==> src/rtl/arb4x2_pkg.sv <==
// Shared constants, state encoding and the one-hot/index helper for the
// four-requester round-robin arbiter.
package arb4x2_pkg;

   localparam int N_REQ = 4;
   localparam int IDX_W = 2;

   typedef enum logic {
      IDLE = 1'b0,
      OWN  = 1'b1
   } state_t;

   function automatic logic [IDX_W-1:0] onehot_to_idx(input logic [N_REQ-1:0] oh);
      logic [IDX_W-1:0] idx;
      idx = '0;
      for (int i = 0; i < N_REQ; i++) begin
         if (oh[i]) idx = IDX_W'(i);
      end
      return idx;
   endfunction

   function automatic logic [N_REQ-1:0] idx_to_onehot(input logic [IDX_W-1:0] idx);
      return N_REQ'(1) << idx;
   endfunction

endpackage

==> src/rtl/arb4x2_pick.sv <==
// Circular first-set scan starting at ptr over req & mask (mask bit 1 = eligible).
// Purely combinational.
module arb4x2_pick
   import arb4x2_pkg::*;
(
   input  logic [N_REQ-1:0] req,
   input  logic [IDX_W-1:0] ptr,
   input  logic [N_REQ-1:0] mask,
   output logic [IDX_W-1:0] idx,
   output logic             found
);

   logic [N_REQ-1:0] eff;
   logic [IDX_W-1:0] cand;

   assign eff = req & mask;

   // Walk offsets from farthest to nearest so the nearest hit to ptr wins.
   always_comb begin
      idx   = '0;
      found = 1'b0;
      cand  = '0;
      for (int k = N_REQ - 1; k >= 0; k--) begin
         cand = ptr + IDX_W'(k);
         if (eff[cand]) begin
            idx   = cand;
            found = 1'b1;
         end
      end
   end

endmodule

==> src/rtl/arb4x2_rr.sv <==
// Round-robin arbiter: registered one-hot grant with encoded index, direct
// hand-off on release and forced rotation after HOLD_MAX cycles under contention.
module arb4x2_rr
   import arb4x2_pkg::*;
#(
   parameter int HOLD_MAX = 8
) (
   input  logic             clk,
   input  logic             rst_n,
   input  logic [N_REQ-1:0] req,
   output logic [N_REQ-1:0] gnt,
   output logic [IDX_W-1:0] gnt_idx,
   output logic             gnt_vld,
   output logic             preempt
);

   localparam int               CNT_W   = $clog2(HOLD_MAX);
   localparam logic [CNT_W-1:0] CNT_MAX = CNT_W'(HOLD_MAX - 1);

   state_t           state_q, state_d;
   logic [IDX_W-1:0] cur_q, cur_d;
   logic [IDX_W-1:0] ptr_q, ptr_d;
   logic [CNT_W-1:0] cnt_q, cnt_d;
   logic             preempt_d;
   logic [N_REQ-1:0] gnt_d;

   logic [N_REQ-1:0] mask;
   logic [IDX_W-1:0] pick_idx;
   logic             pick_found;

   // IDLE needs the plain scan, OWN only ever needs competitors of cur.
   assign mask = (state_q == OWN) ? ~idx_to_onehot(cur_q) : {N_REQ{1'b1}};

   arb4x2_pick u_pick (
      .req   (req),
      .ptr   (ptr_q),
      .mask  (mask),
      .idx   (pick_idx),
      .found (pick_found)
   );

   always_comb begin
      state_d   = state_q;
      cur_d     = cur_q;
      ptr_d     = ptr_q;
      cnt_d     = cnt_q;
      preempt_d = 1'b0;
      case (state_q)
         IDLE: begin
            if (pick_found) begin
               state_d = OWN;
               cur_d   = pick_idx;
               ptr_d   = pick_idx + IDX_W'(1);
               cnt_d   = '0;
            end
         end
         OWN: begin
            if (!req[cur_q]) begin
               // Release wins over a coincident timeout, so no preempt here.
               if (pick_found) begin
                  cur_d = pick_idx;
                  ptr_d = pick_idx + IDX_W'(1);
               end else begin
                  state_d = IDLE;
               end
               cnt_d = '0;
            end else if (pick_found && cnt_q == CNT_MAX) begin
               cur_d     = pick_idx;
               ptr_d     = pick_idx + IDX_W'(1);
               cnt_d     = '0;
               preempt_d = 1'b1;
            end else if (cnt_q != CNT_MAX) begin
               cnt_d = cnt_q + CNT_W'(1);
            end
         end
         default: state_d = IDLE;
      endcase
   end

   assign gnt_d = (state_d == OWN) ? idx_to_onehot(cur_d) : '0;

   always_ff @(posedge clk or negedge rst_n) begin
      if (!rst_n) begin
         state_q <= IDLE;
         cur_q   <= '0;
         ptr_q   <= '0;
         cnt_q   <= '0;
         gnt     <= '0;
         gnt_idx <= '0;
         gnt_vld <= 1'b0;
         preempt <= 1'b0;
      end else begin
         state_q <= state_d;
         cur_q   <= cur_d;
         ptr_q   <= ptr_d;
         cnt_q   <= cnt_d;
         gnt     <= gnt_d;
         gnt_idx <= onehot_to_idx(gnt_d);
         gnt_vld <= |gnt_d;
         preempt <= preempt_d;
      end
   end

endmodule

==> config.mk <==
export PLATFORM = sky130hd
export DESIGN_NAME = arb4x2_rr
export DESIGN_NICKNAME = d
export VERILOG_FILES = /design/src/rtl/arb4x2_pkg.sv /design/src/rtl/arb4x2_pick.sv /design/src/rtl/arb4x2_rr.sv
export SDC_FILE = /design/constraint.sdc
export NUM_CORES = 1
export LEC_CHECK = 0
export BUFFER_PORTS_ARGS = -buffer_cell sky130_fd_sc_hd__buf_2
export CORE_ASPECT_RATIO = 1.4
export CORE_MARGIN = 10
export CORE_UTILIZATION = 55
export CTS_CLUSTER_SIZE = 20
export DETAILED_ROUTE_END_ITERATION = 10
export PLACE_DENSITY = 0.77
export SLEW_MARGIN = 10
export SYNTH_ARGS = -nofsm -noshare
export SYNTH_HDL_FRONTEND = slang
export SYNTH_SLANG_ARGS = --single-unit
==> constraint.sdc <==
create_clock -name clk -period 2.2 [get_ports clk]
set_input_delay 0.11 -clock clk [delete_from_list [all_inputs] [get_ports clk]]
set_output_delay 0.11 -clock clk [all_outputs]
set_load 0.02 [all_outputs]
# --- Word-level counts from Yosys, hierarchy flattened ---
# Cells that the tools add are included.
totals:
  reg_bits: 16
  out_inout_bits: 8
  word_cells: 73
op_classes:
  n_addsub: 5
  order_cmp: 5
  eq_ne: 5
  shifts: 2
  n_mux: 42
  bitwise: 3
  n_reduce_logical: 3
ops:
  columns: ["cell", "n"]
  rows:
  - ["$mux 2", 12]
  - ["$lt 2x3->1 const B", 5]
  - ["$mux 1", 15]
  - ["$mux 3", 4]
  - ["$bmux 1 s2", 5]
  - ["$mux 4", 2]
  - ["$pmux 2 s2", 2]
  - ["$shl 1x2->4 const A", 2]
  - ["$pmux 3 s2", 1]
  - ["$add 2x1->2 const B", 2]
  - ["$add 2x2->2 const B", 2]
  - ["$and 4x4->4", 1]
  - ["$ne 4x2->1 const B", 1]
  - ["$not 4->4", 1]
  - ["$reduce_or 4->1", 1]
  - ["$add 3x1->3 const B", 1]
  - ["$eq 3x3->1 const B", 1]
  - ["$ne 3x2->1 const B", 1]
  - ["$ne 3x3->1 const B", 1]
  - ["$ne 2x2->1 const B", 1]
  - ["$pmux 1 s2", 1]
  - ["$reduce_and 2->1", 1]
  - ["$logic_and 1x1->1", 1]
  - ["$not 1->1", 1]

# --- Logic depth before layout (Yosys ltp) ---
# Gate-level depths: netlist of run 1.
depth:
  ltp_word: 19
  ltp_mapped: 7
  depth_no_buf: 6

# --- Cells and area by module ---
# From an unflattened synthesis of run 1, not the netlist that was laid out.
unflattened:
  cells_unflattened: 82
  hier_area_um2: 819.5
modules_own_cells:
  columns: ["mod", "instances", "cells_each", "area_per_inst_um2"]
  rows:
  - ["arb4x2_rr", 1, 66, 726.9]
  - ["arb4x2_pick", 1, 16, 92.6]

# --- Least setup slack after synthesis of run 1 ---
# Ideal clock, no wire load.
synth_path:
  path_kind: "reg-to-reg"
  startpoint: "reg, netlist name gnt_vld"
  endpoint: "reg gnt[2]"
  setup_time_ns: 0.080
  arrival_time_ns: 1.829
  slack_ns: 0.291
  stages_incl_launch_ff: 8
  period_less_slack_ns: 1.909
  cell_sequence: "dfrtp_1 buf_6 nor2b_1 o2111a_1 a311o_1 a22o_1 a21boi_4 o22ai_2"
synth_rtl:
  columns: ["element", "line_no", "source"]
  rows:
  - ["end signal, assigned", "arb4x2_rr.sv:97", "gnt <= gnt_d;"]
  - ["end, declared", "arb4x2_rr.sv:11", "output logic [N_REQ-1:0] gnt,"]

# --- Worst setup path in the final report of run 1 ---
layout_path:
  startpoint: "reg cur_q[0]"
  endpoint: "reg gnt[0]"
layout_between:
  elab_chain_len: 16
layout_rtl:
  columns: ["element", "line_no", "source"]
  rows:
  - ["start, declared", "arb4x2_rr.sv:21", "logic [IDX_W-1:0] cur_q, cur_d;"]
  - ["start signal, assigned", "arb4x2_rr.sv:94", "cur_q <= cur_d;"]
  - ["$shl 1x2->4", "arb4x2_pkg.sv:23", "return N_REQ'(1) << idx;"]
  - ["$not 4->4", "arb4x2_rr.sv:32", "assign mask = (state_q == OWN) ? ~idx_to_onehot(cur_q) : {N_REQ{1'b1}};"]
  - ["$mux 4", "arb4x2_rr.sv:32", null]
  - ["$and 4x4->4", "arb4x2_pick.sv:16", "assign eff = req & mask;"]
  - ["$bmux 1 s2", "arb4x2_pick.sv:25", "if (eff[cand]) begin"]
  - ["$mux 1 (implied by the code)", "arb4x2_pick.sv:25", null]
  - ["$mux 1 (4 in a row)", "arb4x2_pick.sv:25", null]
  - ["$logic_and 1x1->1", "arb4x2_rr.sv:67", "end else if (pick_found && cnt_q == CNT_MAX) begin"]
  - ["$mux 2", "arb4x2_rr.sv:67", null]
  - ["$mux 2", "arb4x2_rr.sv:58", "if (!req[cur_q]) begin"]
  - ["$pmux 2 s2 (*)", "arb4x2_rr.sv:48", "case (state_q)"]
  - ["via cur_d[1]", "arb4x2_rr.sv:21", null]
  - ["$shl 1x2->4 (*)", "arb4x2_pkg.sv:23", null]
  - ["$mux 4 (*)", "arb4x2_rr.sv:80", "assign gnt_d = (state_d == OWN) ? idx_to_onehot(cur_d) : '0;"]
  - ["via gnt_d[0]", "arb4x2_rr.sv:25", "logic [N_REQ-1:0] gnt_d;"]
# Mark *: on every way through the listed nets, which the timed path passes. The rest lies on a longest branch. The select of a mux whose other input is x is not followed.
# A chain may end at the register's enable or synchronous reset.

==> flow_summary.ini, run 1 <==
[critical_path]
worstPathCellList = xor2_2 -> a31oi_1 -> o31a_1 -> o32ai_1 -> o21ai_1 -> o22ai_1
worst-path-max-fanout = 9
crit_path_end_kind = register
cp-start-kind = register
path_depth = 6
cp_slowest_stage_delay_ns = 0.55
cp.arrival_ns = 2.23
r2r_start = cur_q[0]$_DFF_PN0_
path_buf_inv = 0
required_ns = 2.40
worst_path_max_delay_cell = dfrtp_1
rrSetupSlack_ns = 0.17
worstSetupPathType = register to register
r2r_end = gnt[0]$_DFF_PN0_
crit_end = gnt[0]$_DFF_PN0_
crit_start = cur_q[0]$_DFF_PN0_
crit_family = compound AO/OA/AOI/OAI gates
reg2reg_depth = 6

[global_route]
grt-busiest-layer = met2
grt_max_degree = 16
use_met2 = 0.190
grt_usage = 0.113
grt_pass1_wl_mm = 3.88
grt_pass1_vias = 854
use_met3 = 0.0232
antenna_found_initial = 0
overflow = 0
grtUsageMet1 = 0.129

[die]
io_pins = 14
die_h_um = 70.9
die_area_sq_um = 3990
die_w_um = 56.3
core_region_area_sq_um = 1760
rows = 18
start_util = 0.579

[final_layout]
drive_gt1_frac = 0.261
fin_nets = 128
syn_to_final_growth_pct = 9.72
diodes = 0
fill_cells = 161
instances_no_fill = 139

[pwr]
switching_share = 0.477
peakVddDrop_uv = 686
powerDensity_nw_per_um2 = 1550
power_leakage_nw = 0.527
clkPwrFrac = 0.088
p_sw_mw = 0.825
p_seq_frac = 0.304
p_comb_frac = 0.608
p_int_mw = 0.906

[yosys]
syn_nets = 112
synth-seq-area-share = 0.369
yosysUniqueCellTypes = 42
synth.area.top_cells = dfrtp_1, nand2_1, mux2i_1
async_reset_ff_frac = 1.00
synth-edff-count = 0
synthCells = 104
ys.flop_type = dfrtp_1
yosys.area.top_type = dfrtp_1
synth_top_area_frac = 0.369
syn_area_per_cell_sq_um = 9.78
synth_commonest_cells = dfrtp_1, nand2_1, a21oi_1, nor2_1, o21ai_0
yosysWarnings = 0
synth-seq-cells = 15
syn_area_sq_um = 1020

[place]
dp_worst_setup_slack_ns = 0.135
placedCellCount = 134
portBuffers = 13
gp_congestion = 0.802
dp.final_hpwl_mm = 1.71

[cts]
path_clk_slew_ns = 0.09
clockBufferDepth = 2
cts-root-buf = clkbuf_4
cts_sinks = 15
ctsHtreeMaxLevel = 1
tritoncts = done
cts_made_buffers = 3
post_cts_buffers = 0
clkLatencyLatePin_ns = 0.28

[timing]
finalCritPeriodShare = 0.922
period_needed_ns = 2.03
setup_viol = 0
timing.final.hold_violations = 0
tightestPinTransition_ns = 0.738
final_max_slew_viol_count = 0
fin_ws_ns = 0.171
setup_tns_ns = 0
maxSlewHeadroom = 0.507
clock.fmax_ghz = 0.493
rsz0062_at_grt = false
fin_skew_ns = 0.00461

[outcome]
outcome = finished, final reports clean

[route]
drtIter0Drc = 82
ant_nets = 0
num_vias = 883
viasPerCell = 6.35
totalWireLength_mm = 2.20
drc = 0
detail_route.first_pass.iterations = 4
wire_per_inst_um = 15.8

[min_path]
hp-class = input port to asynchronous set/reset pin

[flow_run]
max_cap_viol_count = 0
[flip-flops by register name, indices dropped and copies added, names as in the netlist]
| signal | flops |
|---|---|
| gnt_vld | 1 |
| gnt_idx | 2 |
| cur_q | 2 |
| ptr_q | 2 |
| cnt_q | 3 |
| preempt | 1 |
| gnt | 4 |
[worst min-delay path by stage]
stage               start                    to  slack (ns)  cells after the start
global route        rst_n  cnt_q[2]$_DFFE_PN0P_        0.27                      2
finish              rst_n  cnt_q[0]$_DFFE_PN0P_        0.25                      2
detailed placement  rst_n  cnt_q[2]$_DFFE_PN0P_        0.03                      1
global placement    rst_n  cnt_q[2]$_DFFE_PN0P_        0.02                      1
floorplan           rst_n  cnt_q[0]$_DFFE_PN0P_       -0.19                      0
CTS                 rst_n  cnt_q[2]$_DFFE_PN0P_        0.26                      2
[routing by layer]
layer | routed length [um] | up-vias
li1 | - | 417
met1 | 937 | 428
met2 | 1060 | 34
met3 | 162 | 4
met4 | 46 | 0
met5 | 0 | -
[cell usage in the layout, fill, tap and decap left out, drive strengths merged]
| cell | instances |
|---|---|
| a21boi | 1 |
| a21oi | 6 |
| a22o | 2 |
| a22oi | 3 |
| a311o | 2 |
| a311oi | 1 |
| a31oi | 1 |
| and2 | 1 |
| and3 | 1 |
| buf | 16 |
| clkbuf | 4 |
| dfrtp | 15 |
| dlygate4sd3 | 1 |
| ha | 2 |
| inv | 4 |
| mux2 | 3 |
| mux2i | 4 |
| mux4 | 1 |
| nand2 | 16 |
| nand2b | 2 |
| nand3 | 1 |
| nand3b | 1 |
| nor2 | 6 |
| nor2b | 1 |
| nor4b | 1 |
| o2111a | 1 |
| o211ai | 1 |
| o21a | 1 |
| o21ai | 8 |
| o221a | 1 |
| o22ai | 5 |
| o2bb2ai | 1 |
| o311ai | 1 |
| o31a | 1 |
| o32ai | 1 |
| or2 | 1 |
| xor2 | 1 |
[stage by stage]
stage               area [sq um]  hold slack, ns  utilization  power [mW]
finish                      1120           0.248        0.635        1.73
global route                1120           0.267        0.635        1.89
CTS                         1110           0.256        0.635        1.73
detailed placement          1080          0.0299        0.614        1.57
global placement            1080          0.0221        0.614        1.54
floorplan                   1020          -0.186            -        1.36
[layout make-up]
class                      instances  area [sq um]  area share
tap                               20          25.0      0.0224
sequential                        15           377       0.337
multi-input combinational         79           576       0.516
timing repair buffer              17          97.6      0.0874
clock buffer                       4          26.3      0.0235
inverter                           4          15.0      0.0135
[worst register-to-register path, stage by stage (launching register included)]
cell     delay (ns)
dfrtp_1        0.55
xor2_2         0.32
a31oi_1        0.16
o31a_1         0.13
o32ai_1        0.38
o21ai_1        0.21
o22ai_1        0.20
[cells by family after synthesis]
kind of cell | count (synthesis) | synth area share
flops | 15 | 0.369
mux | 8 | 0.0984
simple gates | 31 | 0.148
fa+ha+maj | 2 | 0.0246
xor+xnor | 1 | 0.0160
compound gates | 37 | 0.279
buf+inv | 10 | 0.0652
[power groups by stage]
stage / Clock (mW) / Combinational [mW] / Sequential (mW)
2_1_floorplan: 0 / 0.846 / 0.510
5_1_grt: 0.174 / 1.17 / 0.544
6_report: 0.153 / 1.05 / 0.526
4_1_cts: 0.156 / 1.05 / 0.523
3_5_place_dp: 0 / 1.04 / 0.530
3_3_place_gp: 0 / 1.01 / 0.521
[what timing repair did]
item | CTS | global route
endpoints found under the setup margin | 0 | 5
hold buffers | 1 | 0
gates resized for setup | 0 | 1
hold endpoints to repair | 15 | 0
Power figures use the tool's default switching activity.
==> run 2, diff against run 1 <==
- CORE_ASPECT_RATIO: 1.4 -> not set
==> flow_summary.ini, run 2 (synthesis results as in run 1) <==
[critical_path]
worst-path-max-fanout = 8
worstSetupPathType = register to register
rrSetupSlack_ns = 0.16
required_ns = 2.39
r2r_end = ptr_q[1]$_DFFE_PN0P_
cp-start-kind = register
cp.arrival_ns = 2.23
r2r_start = gnt_vld$_DFF_PN0_
crit_path_end_kind = register
reg2reg_depth = 6

[min_path]
hp-class = input port to asynchronous set/reset pin

[die]
rows = 15
die_area_sq_um = 3970
die_w_um = 63.0
core_region_area_sq_um = 1750
io_pins = 14
die_h_um = 63.0
start_util = 0.583

[global_route]
grt_max_degree = 16
grt_usage = 0.125
grt_pass1_vias = 920
grt_pass1_wl_mm = 4.16
overflow = 0
antenna_found_initial = 0

[final_layout]
largest_registers = gnt (4), cnt_q (3)
post-route-util = 0.649
largest_register_ffs = 4
syn_to_final_growth_pct = 11.4
multi_input_area_sq_um = 583
fill_cells = 145
instances_no_fill = 144
largest-register = gnt
stdcell_area_sq_um = 1130
layout_commonest_cell = nand2_1
fin_nets = 128
final_cell_mix = nand2_1, buf_2, dfrtp_1
drive_gt1_frac = 0.294
diodes = 0
register_area_sq_um = 379

[timing]
rsz0062_at_grt = false
whs_ns = 0.244
period_needed_ns = 2.04
setup_tns_ns = 0
maxSlewHeadroom = 0.694
clock.fmax_ghz = 0.490
setup_viol = 0
timing.final.hold_violations = 0
tightestPinTransition_ns = 0.459
fin_skew_ns = 0.00579
final_max_slew_viol_count = 0
finalCritPeriodShare = 0.927
fin_ws_ns = 0.161

[place]
gp_congestion = 0.846
placedCellCount = 139
dp.final_hpwl_mm = 1.82
dp_worst_setup_slack_ns = 0.117
portBuffers = 13
placed_cell_area_sq_um = 1080

[flow_run]
max_cap_viol_count = 0

[pwr]
powerDensity_nw_per_um2 = 1570
p_total_mw = 1.78
peakVddDrop_uv = 806
power_leakage_nw = 0.530

[route]
num_vias = 888
drtIter0Drc = 28
totalWireLength_mm = 2.42
ant_nets = 0
drc = 0
detail_route.first_pass.iterations = 4
viasPerCell = 6.17
wire_per_inst_um = 16.8

[cts]
cts_sinks = 15
tritoncts = done
path_clk_slew_ns = 0.09
clkLatencyLatePin_ns = 0.29
cts-root-buf = clkbuf_4
clockBufferDepth = 2
ctsHtreeMaxLevel = 1
post_cts_buffers = 0
cts_made_buffers = 3

[outcome]
outcome = finished, final reports clean
-- run 2: per-layer routing --
| metal | part of all wire | global-route usage |
|---|---|---|
| met5 | 0 | 0 |
| met3 | 0.055 | 0.0556 |
| met2 | 0.50 | 0.208 |
| met4 | 0.013 | 0.0447 |
| met1 | 0.43 | 0.137 |
-- run 2: area by class of cell --
cell class                      instances  share of cell area
Clock buffer                            3              0.0199
Clock inverter                          1             0.00442
Inverter                                4              0.0132
Multi-Input combinational cell         79               0.514
Sequential cell                        15               0.334
Tap cell                               25              0.0276
Timing Repair Buffer                   17              0.0861
-- run 2: timing repair --
item                                    4_1_cts  5_1_grt
resized for setup                             0        4
endpoints found under the setup margin        0        8
hold endpoints to repair                     15        0
hold buffers                                  1        0
-- run 2: worst max-delay path by stage --
| stage | startpoint | end | slack (ns) |
|---|---|---|---|
| finish | gnt_vld$_DFF_PN0_ | ptr_q[1]$_DFFE_PN0P_ | 0.16 |
| global route | gnt_vld$_DFF_PN0_ | ptr_q[1]$_DFFE_PN0P_ | 0.01 |
| CTS | ptr_q[0]$_DFFE_PN0P_ | gnt[2]$_DFF_PN0_ | 0.1 |
| detailed placement | ptr_q[0]$_DFFE_PN0P_ | gnt[2]$_DFF_PN0_ | 0.12 |
| global placement | ptr_q[0]$_DFFE_PN0P_ | gnt[2]$_DFF_PN0_ | 0.13 |
| floorplan | gnt_vld$_DFF_PN0_ | gnt[2]$_DFF_PN0_ | 0.29 |
-- run 2: power breakdown --
part           total, mW  switching (mW)  leakage, nW  internal, mW
sequential         0.540           0.151        0.185         0.389
combinational       1.08           0.620        0.327         0.458
clock              0.159          0.0915       0.0177        0.0676
-- run 2: worst max-delay path: stages (launching register included) --
cell	delay (ns)
dfrtp_1	0.48
nor2b_1	0.22
a311o_1	0.41
and2_1	0.23
nor2_1	0.25
a21oi_1	0.09
o311ai_1	0.27
==> run 3, diff against run 2 <==
- ABC_AREA: not set -> 1
- CORE_UTILIZATION: 55 -> 54
- PLACE_DENSITY: 0.77 -> 0.76
==> flow_summary.ini, run 3 <==
[yosys]
syn_nets = 129
synth-seq-area-share = 0.396
yosysWarnings = 0
synth_fa_ha_area_frac = 0.0264
syn_area_per_cell_sq_um = 7.83
synthSimpleGateAreaFrac = 0.410
async_reset_ff_frac = 1.00
synth_top_family_by_area = simple AND/OR/NAND/NOR gates
ys.flop_type = dfrtp_1
synth_commonest_cells = nand2_1, nand3_1, inv_1
yosys.area.top_type = dfrtp_1
synth.area.top_cells = dfrtp_1, nand2_1, nand3_1
yosysUniqueCellTypes = 21
muxShareOfSynthArea = 0
synth-xor-area-share = 0.00925
yosysMostFrequentCell = nand2_1
synth_compound_area_frac = 0.0661
synth-seq-cells = 15
synthCells = 121
synth_top_area_frac = 0.396
syn_area_sq_um = 947
synth-edff-count = 0

[critical_path]
r2r_start = ptr_q[0]$_DFFE_PN0P_
critPathMostFrequentCell = nand2_1
reg2reg_depth = 14
worst_path_max_delay_cell = dfrtp_1
crit_path_end_kind = register
worstPathCellList = inv_1 -> nand3_1 -> nand2_2 -> nand2_1 -> nand2_1 -> inv_1 -> nand2_2 -> nand2_1 -> nand2_1 -> nand3_1 -> nand3_1 -> nand2_2 -> nand2_1 -> nor2_1
worstSetupPathType = register to register
path_buf_inv = 2
cp_slowest_stage_delay_ns = 0.51
cp-start-kind = register
r2r_end = gnt[3]$_DFF_PN0_
crit_family = simple AND/OR/NAND/NOR gates
worst-path-max-fanout = 9
cp.arrival_ns = 2.01
required_ns = 2.40
rrSetupSlack_ns = 0.40

[die]
die_w_um = 61.9
start_util = 0.561
die_h_um = 61.9
die_area_sq_um = 3830
rows = 15
io_pins = 14
core_region_area_sq_um = 1690

[global_route]
grt_pass1_wl_mm = 3.34
grt_usage = 0.116
grt_pass1_vias = 824
overflow = 0
grt_max_degree = 16
antenna_found_initial = 0

[outcome]
outcome = finished, final reports clean

[cts]
ctsResizeCount = 0
post_cts_buffers = 0
clkLatencyLatePin_ns = 0.27
clockBufferDepth = 2
cts_made_buffers = 3
tritoncts = done
path_clk_slew_ns = 0.08
cts_sinks = 15
ctsHtreeMaxLevel = 1
holdBufCountCts = 1
cts-root-buf = clkbuf_4

[place]
dp.final_hpwl_mm = 1.57
dp_worst_setup_slack_ns = 0.414
placedCellCount = 150
gp_congestion = 0.792
portBuffers = 13

[timing]
finalCritPeriodShare = 0.820
clock.fmax_ghz = 0.554
maxSlewHeadroom = 0.733
whs_ns = 0.270
final_max_slew_viol_count = 0
tightestPinTransition_ns = 0.398
fin_ws_ns = 0.396
fin_skew_ns = 0.00353
rsz0062_at_grt = false
setup_viol = 0
setup_tns_ns = 0
timing.final.hold_violations = 0
period_needed_ns = 1.80

[final_layout]
largest-register = gnt
final_cell_mix = nand2_1, nand3_1, inv_1
fin_nets = 147
drive_gt1_frac = 0.275
largest_register_ffs = 4
syn_to_final_growth_pct = 12.2
largest_registers = gnt (4), cnt_q (3)
layout_commonest_cell = nand2_1
instances_no_fill = 155
diodes = 0

[route]
totalWireLength_mm = 1.90
detail_route.first_pass.iterations = 4
drc = 0
wire_per_inst_um = 12.3
num_vias = 831
drtIter0Drc = 17
viasPerCell = 5.36
ant_nets = 0

[flow_run]
max_cap_viol_count = 0

[min_path]
hp-class = input port to asynchronous set/reset pin
-- run 3: cell count changes after synthesis, sizes merged, moves of 4 or more --
cell and change:
a21oi -4, nand2 +23, nand3 +17, inv +16, nor2 +7, o22ai -5
buf -5, mux2i -4
-- run 3: routing by layer --
layer	track usage	wire [um]	up-vias
met3	0.0305	94	2
met4	0.0478	19	0
met5	0	0	-
li1	-	-	415
met2	0.206	971	16
met1	0.128	814	398
-- run 3: area by class of cell --
| cell class | instances | area (sq um) |
|---|---|---|
| clock buffer | 4 | 26.3 |
| inverter | 20 | 80.1 |
| sequential | 15 | 375 |
| tap | 17 | 21.3 |
| fill | 157 | 627 |
| timing repair buffer | 14 | 75.1 |
| multi-input combinational | 85 | 484 |
-- run 3: worst max path at each step --
stage,from,to,slack [ns],depth (start not counted)
finish,ptr_q[0]$_DFFE_PN0P_,gnt[3]$_DFF_PN0_,0.40,14
global route,cur_q[0]$_DFF_PN0_,gnt[1]$_DFF_PN0_,0.11,15
CTS,cur_q[0]$_DFF_PN0_,gnt[1]$_DFF_PN0_,0.39,15
detailed placement,cur_q[0]$_DFF_PN0_,gnt[3]$_DFF_PN0_,0.41,15
global placement,cur_q[1]$_DFF_PN0_,gnt[1]$_DFF_PN0_,0.46,15
floorplan,gnt_vld$_DFF_PN0_,gnt[2]$_DFF_PN0_,0.53,14
-- run 3: kinds of logic (layout without fill, tap and decap cells) --
| logic type | after synthesis | after routing |
|---|---|---|
| flops | 15 | 15 |
| simple gates | 72 | 72 |
| compound gates | 10 | 10 |
| xor+xnor | 1 | 1 |
| buf+inv | 21 | 38 |
| fa+ha+maj | 2 | 2 |
-- run 3: per-stage QoR --
step / area, sq um / utilization
after floorplan: 947 / -
after global placement: 1030 / 0.607
after detailed placement: 1030 / 0.607
after CTS: 1060 / 0.629
after global routing: 1060 / 0.629
final: 1060 / 0.629
-- run 3: worst register-to-register path: cells and delay by family, from the launching register on --
kind                   cells  cell delay [ns]
DFF                        1             0.51
and+or+nand+nor           12             1.00
buffers and inverters      2             0.22
Power of run 3 is not shown: default switching activity piles up to over one toggle a cycle in this logic, so the estimate is an artifact.
